### src/rtl/change_dispenser_pkg.sv
// Shared definitions for the change dispenser: state encoding, coin codes
// and the code-to-value table (values in 0.5 yuan units).
package change_dispenser_pkg;

  typedef enum logic [2:0] {
    ST_IDLE   = 3'd0,
    ST_SELECT = 3'd1,
    ST_ISSUE  = 3'd2,
    ST_DONE   = 3'd3,
    ST_FAULT  = 3'd4
  } state_e;

  localparam logic [1:0] COIN_HALF = 2'b00;
  localparam logic [1:0] COIN_ONE  = 2'b01;
  localparam logic [1:0] COIN_FIVE = 2'b10;
  localparam logic [1:0] COIN_TEN  = 2'b11;

  // Indexed by denomination code.
  localparam logic [3:0][5:0] COIN_VALUE = {6'd20, 6'd10, 6'd2, 6'd1};

  function automatic logic [5:0] coin_value(input logic [1:0] code);
    return COIN_VALUE[code];
  endfunction

endpackage

### src/rtl/change_dispenser_coin_select.sv
// Picks the largest available denomination that still fits into the amount owed.
module coin_select
  import change_dispenser_pkg::*;
(
  input  logic [5:0] remaining,
  input  logic [3:0] hopper_empty,
  output logic [1:0] code,
  output logic       found
);

  // Ascending scan: the last hit is the largest fitting coin.
  always_comb begin
    code  = COIN_HALF;
    found = 1'b0;
    for (int d = 0; d < 4; d++) begin
      if (!hopper_empty[d] && (COIN_VALUE[d] <= remaining)) begin
        code  = 2'(d);
        found = 1'b1;
      end
    end
  end

endmodule

### src/rtl/change_dispenser.sv
// Greedy change dispenser: hands out coins one at a time over a valid/ack
// link to the hopper, with a per-coin ack timeout and a sticky fault state.
module change_dispenser
  import change_dispenser_pkg::*;
#(
  parameter int unsigned ACK_TIMEOUT = 255
) (
  input  logic       clk,
  input  logic       rst,
  input  logic       start,
  input  logic [5:0] change_amt,
  input  logic [3:0] hopper_empty,
  input  logic       coin_out_ack,
  input  logic       clear,
  output logic       coin_out_valid,
  output logic [1:0] coin_out_val,
  output logic [5:0] remaining,
  output logic       busy,
  output logic       done,
  output logic       fault
);

  localparam logic [15:0] CNT_LAST = 16'(ACK_TIMEOUT - 1);

  state_e      state_q, state_d;
  logic [5:0]  rem_q, rem_d;
  logic [1:0]  val_q, val_d;
  logic [15:0] cnt_q, cnt_d;

  logic [1:0]  sel_code;
  logic        sel_found;

  coin_select u_coin_select (
    .remaining    (rem_q),
    .hopper_empty (hopper_empty),
    .code         (sel_code),
    .found        (sel_found)
  );

  always_comb begin
    state_d = state_q;
    rem_d   = rem_q;
    val_d   = val_q;
    cnt_d   = cnt_q;
    unique case (state_q)
      ST_IDLE: begin
        if (start) begin
          rem_d   = change_amt;
          state_d = ST_SELECT;
        end
      end
      ST_SELECT: begin
        if (rem_q == 6'd0) begin
          state_d = ST_DONE;
        end else if (sel_found) begin
          val_d   = sel_code;
          cnt_d   = 16'd0;
          state_d = ST_ISSUE;
        end else begin
          state_d = ST_FAULT;
        end
      end
      ST_ISSUE: begin
        // An ack on the final waiting cycle still wins over the timeout.
        if (coin_out_ack) begin
          if (coin_value(val_q) <= rem_q) rem_d = rem_q - coin_value(val_q);
          state_d = ST_SELECT;
        end else if (cnt_q == CNT_LAST) begin
          state_d = ST_FAULT;
        end else begin
          cnt_d = cnt_q + 16'd1;
        end
      end
      ST_DONE:  state_d = ST_IDLE;
      ST_FAULT: if (clear) state_d = ST_IDLE;
      default:  state_d = ST_IDLE;
    endcase
  end

  always_ff @(posedge clk) begin
    if (rst) begin
      state_q <= ST_IDLE;
      rem_q   <= 6'd0;
      val_q   <= COIN_HALF;
      cnt_q   <= 16'd0;
    end else begin
      state_q <= state_d;
      rem_q   <= rem_d;
      val_q   <= val_d;
      cnt_q   <= cnt_d;
    end
  end

  assign coin_out_valid = (state_q == ST_ISSUE);
  assign coin_out_val   = val_q;
  assign remaining      = rem_q;
  assign busy           = (state_q == ST_SELECT) || (state_q == ST_ISSUE) || (state_q == ST_DONE);
  assign done           = (state_q == ST_DONE);
  assign fault          = (state_q == ST_FAULT);

endmodule
### config.mk
export PLATFORM = sky130hd
export DESIGN_NAME = change_dispenser
export DESIGN_NICKNAME = d
export VERILOG_FILES = /design/src/rtl/change_dispenser_pkg.sv /design/src/rtl/change_dispenser_coin_select.sv /design/src/rtl/change_dispenser.sv
export SDC_FILE = /design/constraint.sdc
export NUM_CORES = 1
export LEC_CHECK = 0
export BUFFER_PORTS_ARGS = -buffer_cell sky130_fd_sc_hd__buf_2
export CORE_MARGIN = 3
export CORE_UTILIZATION = 52
export CTS_CLUSTER_SIZE = 8
export DETAILED_ROUTE_END_ITERATION = 16
export PLACE_DENSITY = 0.76
export SYNTH_ARGS = -nofsm -noshare
export SYNTH_HDL_FRONTEND = slang
export SYNTH_SLANG_ARGS = --single-unit
### constraint.sdc
create_clock -name clk -period 2.05 [get_ports clk]
set_clock_uncertainty 0.15 [all_clocks]
set_input_delay 0.41 -clock clk [delete_from_list [all_inputs] [get_ports clk]]
set_output_delay 0.41 -clock clk [all_outputs]
set_load 0.005 [all_outputs]
==> reports/results.txt, run 1 <==
status -> complete, but fails checks
violations in the final reports -> setup timing
Port Buffer Count -> 26
Yosys top cell area share -> 28.3%
r2r worst-path depth -> 10
Worst-Margin Slew -> 0.424 ns
num rows -> 21
Routed WL -> 5.90 mm
synthesized area -> 0.00191 mm2
synthesized flop and latch total -> 27
GP Congestion -> 0.869
sequential-to-total area share from yosys stat -> 28.3%
Tmin final -> 2.17 ns
final setup fails -> 15
Worst VDD drop -> 0.00104 V
r2r endpoint -> remaining[4]
first-pass GRT wire length -> 9.38 mm
Post-Synthesis Cells -> 234
top post-synthesis cells by count -> dfxtp_1, a21oi_1, nor2_1
wire per inst -> 16.7 um
Leakage -> 0.00105 uW
Final Power -> 3610 uW
CP Depth -> 10
Worst Path Arrival -> 2.22 ns
crit path from -> coin_out_val[0]
Post-DP Area -> 0.00243 mm2
family with the most delay on the worst path -> adder cells
Yosys Warn Count -> 0
vias -> 2162
slowest CP cell -> fa_2
Layout area overhead -> 39.9%
cell area after layout -> 0.00267 mm2
CP Cell Sequence -> inv_2 > ha_4 > inv_4 > fa_2 > a211oi_2 > o211ai_1 > nand2_2 > buf_6 > a21oi_2 > a221oi_2
io pins -> 27
fin nets -> 334
pin count of the biggest net entering global routing -> 17
Hold-fix buffers, CTS -> 0
full die area -> 0.00443 mm2
crit-path max FO -> 4
min-delay worst type -> in -> reg
clock transition at the registers of the reported paths -> 0.10 ns
DR vias/cell -> 6.12
Core ar. -> 0.00344 mm2
Synth cell types -> 58
Setup crit start kind -> flop
period utilization -> 106%
worst path required time -> 2.10 ns
Hold WS -> 0.289 ns
Root Buffer -> clkbuf_8
max-cap violations -> 0
WP buf/inv -> 3
antenna violations before repair -> 0
starting density of the core -> 55.4%
Synth Flop Type -> dfxtp_1
Worst Setup End Kind -> flop
Slew Limit Fails -> 0
clock latency on the worst-skew pair -> 0.28 ns
Total GRT Usage -> 27.1%
Critical Path Max Stage Delay -> 0.39 ns
Post-DRT Antenna Nets -> 0
chip width -> 66.6 um
Max Buffers Root-to-Sink -> 2
syn_nets -> 260
worst setup path endpoint -> remaining[4]
top-count cell post-synth -> dfxtp_1
Rel. slew slack -> 71.7%
ys async rst share -> 0%
Reg2Reg Launch Point -> coin_out_val[0]
die height -> 66.6 um
number of global-route vias before repair -> 2011
worst hold path cell count -> 3
R2R Setup Slk -> -0.12 ns
CTS Buf Count -> 3
Setup WS pre-CTS -> -0.143 ns
fmax -> 461 MHz
layout cell share with drive strength beyond 1 -> 45.3%
RSZ-0062 raised after global routing -> true
CP Class -> reg -> reg
clk sink count -> 27
PnR worst setup slack -> -0.120 ns
detailed-route DRC error count -> 0
initial drt markers -> 211
syn_area_per_cell -> 8.15 um2
P per Cell Area -> 1350 mW/mm2
ant diodes -> 0
final core area utilization -> 77.6%
grt ovf -> 0
number of flops mapped to enable cells by yosys -> 0
largest cells by area after synthesis -> dfxtp_1, ha_1, a21oi_1
Synth area leader -> dfxtp_1
H-tree depth -> 1
drt pass-1 iters -> 5
DP HPWL -> 4.07 mm
CTS tree -> done
Hold Fails Final Rpt -> 0
[stage by stage]
step	TNS, ns	instances
finish	-0.792	353
global route	-2.32	353
CTS	-0.385	350
detailed placement	-0.690	342
global placement	-0.488	342
floorplan	-0.0252	234
[where the power goes]
group	internal, uW	switching, uW	total (uW)
combinational	1290	1270	2560
clock	137	180	317
sequential	620	119	739
total	2040	1570	3610
[logic make-up (layout without fill, tap and decap cells)]
kind of cell	after synthesis	in the layout	synth area share [%]
AOI/OAI and AO/OA	83	83	32.5
xor gates and xnor gates	2	2	0.918
adders and majority gates	11	11	7.61
buffers and inverters	29	102	7.87
DFF	27	27	28.3
muxes	1	1	0.525
and+or+nand+nor	81	81	22.2
[per-layer routing]
metal	global-route usage, %	vias to the layer above	wire length [um]
li1	-	1027	-
met1	35.7	1031	2670
met2	45.9	86	2750
met3	4.72	18	346
met4	6.09	0	136
met5	0	-	0
[worst min path at each step]
stage | from | end | slack, ns
2_1_floorplan | cnt_q[7] | cnt_q[7] | 0.32
3_3_place_gp | coin_out_val[1] | coin_out_val[1] | 0.34
3_5_place_dp | cnt_q[7] | cnt_q[7] | 0.36
4_1_cts | clear | state_q[2] | 0.30
5_1_grt | clear | state_q[2] | 0.29
6_report | change_amt[3] | remaining[3] | 0.29
[repair_timing]
item,in CTS,in global routing
buffers inserted,4,4
setup endpoints to repair,9,24
pin swaps,6,6
gates resized for setup,21,16
gates cloned,0,0
hold endpoints to repair,0,0
[final cells by class]
type | count | area (um2)
timing repair buffer | 82 | 572
tap | 46 | 57.6
clock buffer | 3 | 41.3
inverter | 16 | 65.1
sequential | 27 | 552
fill | 240 | 772
clock inverter | 1 | 5.00
multi-input combinational | 178 | 1380
[registers in the layout, indices dropped and copies added (netlist names)]
signal / count
coin_out_val: 2
state_q: 3
remaining: 6
cnt_q: 16
[cell usage in the layout, fill, tap and decap left out, drive strengths merged, types with 10 or more instances in the layout]
cell	n
nand2	16
ha	10
buf	82
inv	16
a211oi	10
o21ai	15
dfxtp	27
nor2	18
a21oi	23
nor3	13
[worst register-to-register path, cell delays in order (launching register included)]
cell	delay, ns
dfxtp_2	0.36
inv_2	0.06
ha_4	0.27
inv_4	0.04
fa_2	0.39
a211oi_2	0.19
o211ai_1	0.16
nand2_2	0.12
buf_6	0.12
a21oi_2	0.03
a221oi_2	0.20
Power figures use the tool's default switching activity.
==> run 2: changes to the inputs <==
Settings changed: CORE_UTILIZATION 52 to 51, PLACE_DENSITY 0.76 to 0.75, SYNTH_HIERARCHICAL from default to 1.
==> run 2 against run 1 <==
Compared with the run above: synthesized cell count fell by 1.7%; largest power group unchanged; final cell count down 6.2%; critical endpoint is now remaining[3]; non-clock buffer count fell by 20; global-route usage is 2.9 points lower; core utilization shrank 1.7 points; combinational power fell by 38%; critical path depth fell by 1; register-to-register slack about the same; area after synthesis decreased by 5.8%; die area fell by 3.6%; the flow still finishes with violations (setup timing); wire length shrank 18%.
==> reports/results.txt, run 2 <==
DP HPWL -> 3.54 mm
logic gate share of total power -> 62.8%
DR vias/cell -> 5.71
period utilization -> 106%
vias -> 1891
GP Congestion -> 0.872
WP buf/inv -> 2
commonest non-fill, non-tap cell in the layout -> buf_4
Critical Path Max Stage Delay -> 0.36 ns
CP Cell Sequence -> inv_2 > ha_4 > ha_4 > fa_2 > nand2b_4 > a21oi_4 > o221ai_4 > buf_6 > a221oi_2
Synth Flop Type -> dfxtp_1
grt ovf -> 0
clock latency on the worst-skew pair -> 0.33 ns
cell area after layout -> 0.00243 mm2
largest cells by area after synthesis -> dfxtp_1, ha_1, o21ai_0
syn_nets -> 256
worst path required time -> 2.15 ns
Synth cell types -> 53
top post-synthesis cells by count -> dfxtp_1, nor2_1, o21ai_0
max-cap violations -> 0
ys async rst share -> 0%
most frequent CP cell -> ha_4
layout cell share with drive strength beyond 1 -> 35.5%
clock transition at the registers of the reported paths -> 0.15 ns
Reg2Reg Launch Point -> coin_out_val[0]
Sw Pwr -> 1030 uW
final core area utilization -> 75.9%
Biggest register -> cnt_q
crit-path max FO -> 6
initial drt markers -> 158
r2r worst-path depth -> 9
final setup fails -> 22
Hold EP -> remaining[4]
fmax -> 462 MHz
pin count of the biggest net entering global routing -> 16
RSZ-0062 raised after global routing -> true
slowest CP cell -> dfxtp_2
top-count cell post-synth -> dfxtp_1
io pins -> 27
ant diodes -> 0
drt pass-1 iters -> 4
Yosys top cell area share -> 30.1%
CTS tree -> done
Port Buffer Count -> 26
full die area -> 0.00427 mm2
Layout area overhead -> 35.1%
clk sink count -> 27
violations in the final reports -> setup timing
Slew Limit Fails -> 0
most frequent cells in the layout -> buf_4, buf_2, dfxtp_1, nor2_1, o21ai_0
final setup TNS -> -1.11 ns
die height -> 65.4 um
first-pass GRT wire length -> 8.20 mm
Worst Setup End Kind -> flop
H-tree depth -> 1
worst hold path cell count -> 3
syn_area_per_cell -> 7.82 um2
Post-Synthesis Cells -> 230
Post-DP Area -> 0.00229 mm2
Core ar. -> 0.00320 mm2
PnR worst setup slack -> -0.114 ns
num rows -> 20
placed insts -> 325
Internal Power -> 1490 uW
wire per inst -> 14.6 um
min-delay worst type -> in -> reg
min-delay src -> change_amt[4]
Clk network pwr share -> 9.5%
Leakage -> 0.00103 uW
r2r endpoint -> remaining[3]
Worst VDD drop -> 0.000708 V
Root Buffer -> clkbuf_4
P per Cell Area -> 1040 mW/mm2
sw frac -> 40.9%
Hold Fails Final Rpt -> 0
family with the most delay on the worst path -> adder cells
Hold-fix buffers, CTS -> 0
number of global-route vias before repair -> 1780
Setup crit start kind -> flop
Synth area leader -> dfxtp_1
Total GRT Usage -> 24.2%
Max Buffers Root-to-Sink -> 2
R2R Setup Slk -> -0.11 ns
number of flops mapped to enable cells by yosys -> 0
max FFs per register -> 16
Rel. slew slack -> 64.5%
Post-DRT Antenna Nets -> 0
Worst-Margin Slew -> 0.533 ns
antenna violations before repair -> 0
CTS Buf Count -> 3
Worst Path Arrival -> 2.27 ns
starting density of the core -> 56.1%
Yosys Warn Count -> 6
Seq pwr share -> 27.8%
detailed-route DRC error count -> 0
Tmin final -> 2.16 ns
status -> complete, but fails checks
CP Class -> reg -> reg
chip width -> 65.4 um
synthesized area -> 0.00180 mm2
sequential-to-total area share from yosys stat -> 30.1%
Routed WL -> 4.84 mm
fin nets -> 314
filler instances -> 255
post-route insts no fill -> 331
synthesized flop and latch total -> 27
==> run 2: cell count changes after synthesis, moves of 4 or more <==
cell,change
and3_1,+4
o21ai_1,+6
nand4_1,+5
o21a_1,-4
a21oi_1,-5
o21ai_0,+8
a211oi_1,-5
nor2_1,+6
nor3_1,-9
==> run 2: layout make-up <==
class	instances	area (um2)	share of cell area, %
clock buffers	4	26.3	1.08
well taps	44	55.1	2.27
repair buffers	62	420	17.3
flip-flops and latches	27	546	22.5
inverters	13	48.8	2.01
multi-input cells	181	1330	54.9
==> run 2: what timing repair did <==
item                       4_1_cts  5_1_grt
setup endpoints to repair       21       25
resized for setup               10        8
pin swaps                        5        3
buffers inserted                 1        1
==> run 2: how the worst max path moves through the flow <==
stage,start,endpoint,slack (ns),cells after the start
final,coin_out_val[0],remaining[3],-0.11,9
after global routing,coin_out_val[0],remaining[3],-0.22,9
after CTS,coin_out_val[0],remaining[4],-0.11,9
after detailed placement,coin_out_val[0],remaining[5],-0.14,10
after global placement,coin_out_val[0],remaining[0],-0.13,9
after floorplan,coin_out_val[1],remaining[1],-0.08,10
==> run 2: layer usage <==
metal | track usage (%) | part of all wire (%)
met5 | 0 | 0
met4 | 6.48 | 1.4
met3 | 4.27 | 3.7
met2 | 35.3 | 43
met1 | 36.5 | 52
==> run 2: kinds of logic (layout without fill, tap and decap cells) <==
| family | count (synthesis) | in the layout | share of synthesized area (%) |
|---|---|---|---|
| DFF | 27 | 27 | 30.1 |
| and+or+nand+nor | 88 | 88 | 26.4 |
| AOI/OAI and AO/OA | 77 | 77 | 27.7 |
| buffers and inverters | 22 | 79 | 5.15 |
| adders and majority gates | 11 | 11 | 8.07 |
| xor gates and xnor gates | 3 | 3 | 1.46 |
| muxes | 2 | 2 | 1.11 |
==> run 2: power groups by stage <==
stage	Clock, uW	Combinational, uW	Sequential (uW)
2_1_floorplan	0	930	680
3_3_place_gp	0	1360	690
3_5_place_dp	0	1380	694
4_1_cts	250	1460	687
5_1_grt	269	1730	710
6_report	238	1580	699
==> run 2: stage by stage <==
step	power (uW)	setup slack (ns)	hold slack, ns
after floorplan	1610	-0.0762	0.281
after global placement	2050	-0.133	0.318
after detailed placement	2070	-0.142	0.326
after CTS	2400	-0.114	0.150
after global routing	2700	-0.224	0.158
final	2520	-0.114	0.168
==> run 2: worst register-to-register path, cell delays in order, from the launching register on <==
cell and delay (ns):
dfxtp_2 0.36, inv_2 0.05, ha_4 0.16, ha_4 0.15, fa_2 0.34, nand2b_4 0.15
a21oi_4 0.16, o221ai_4 0.15, buf_6 0.19, a221oi_2 0.22
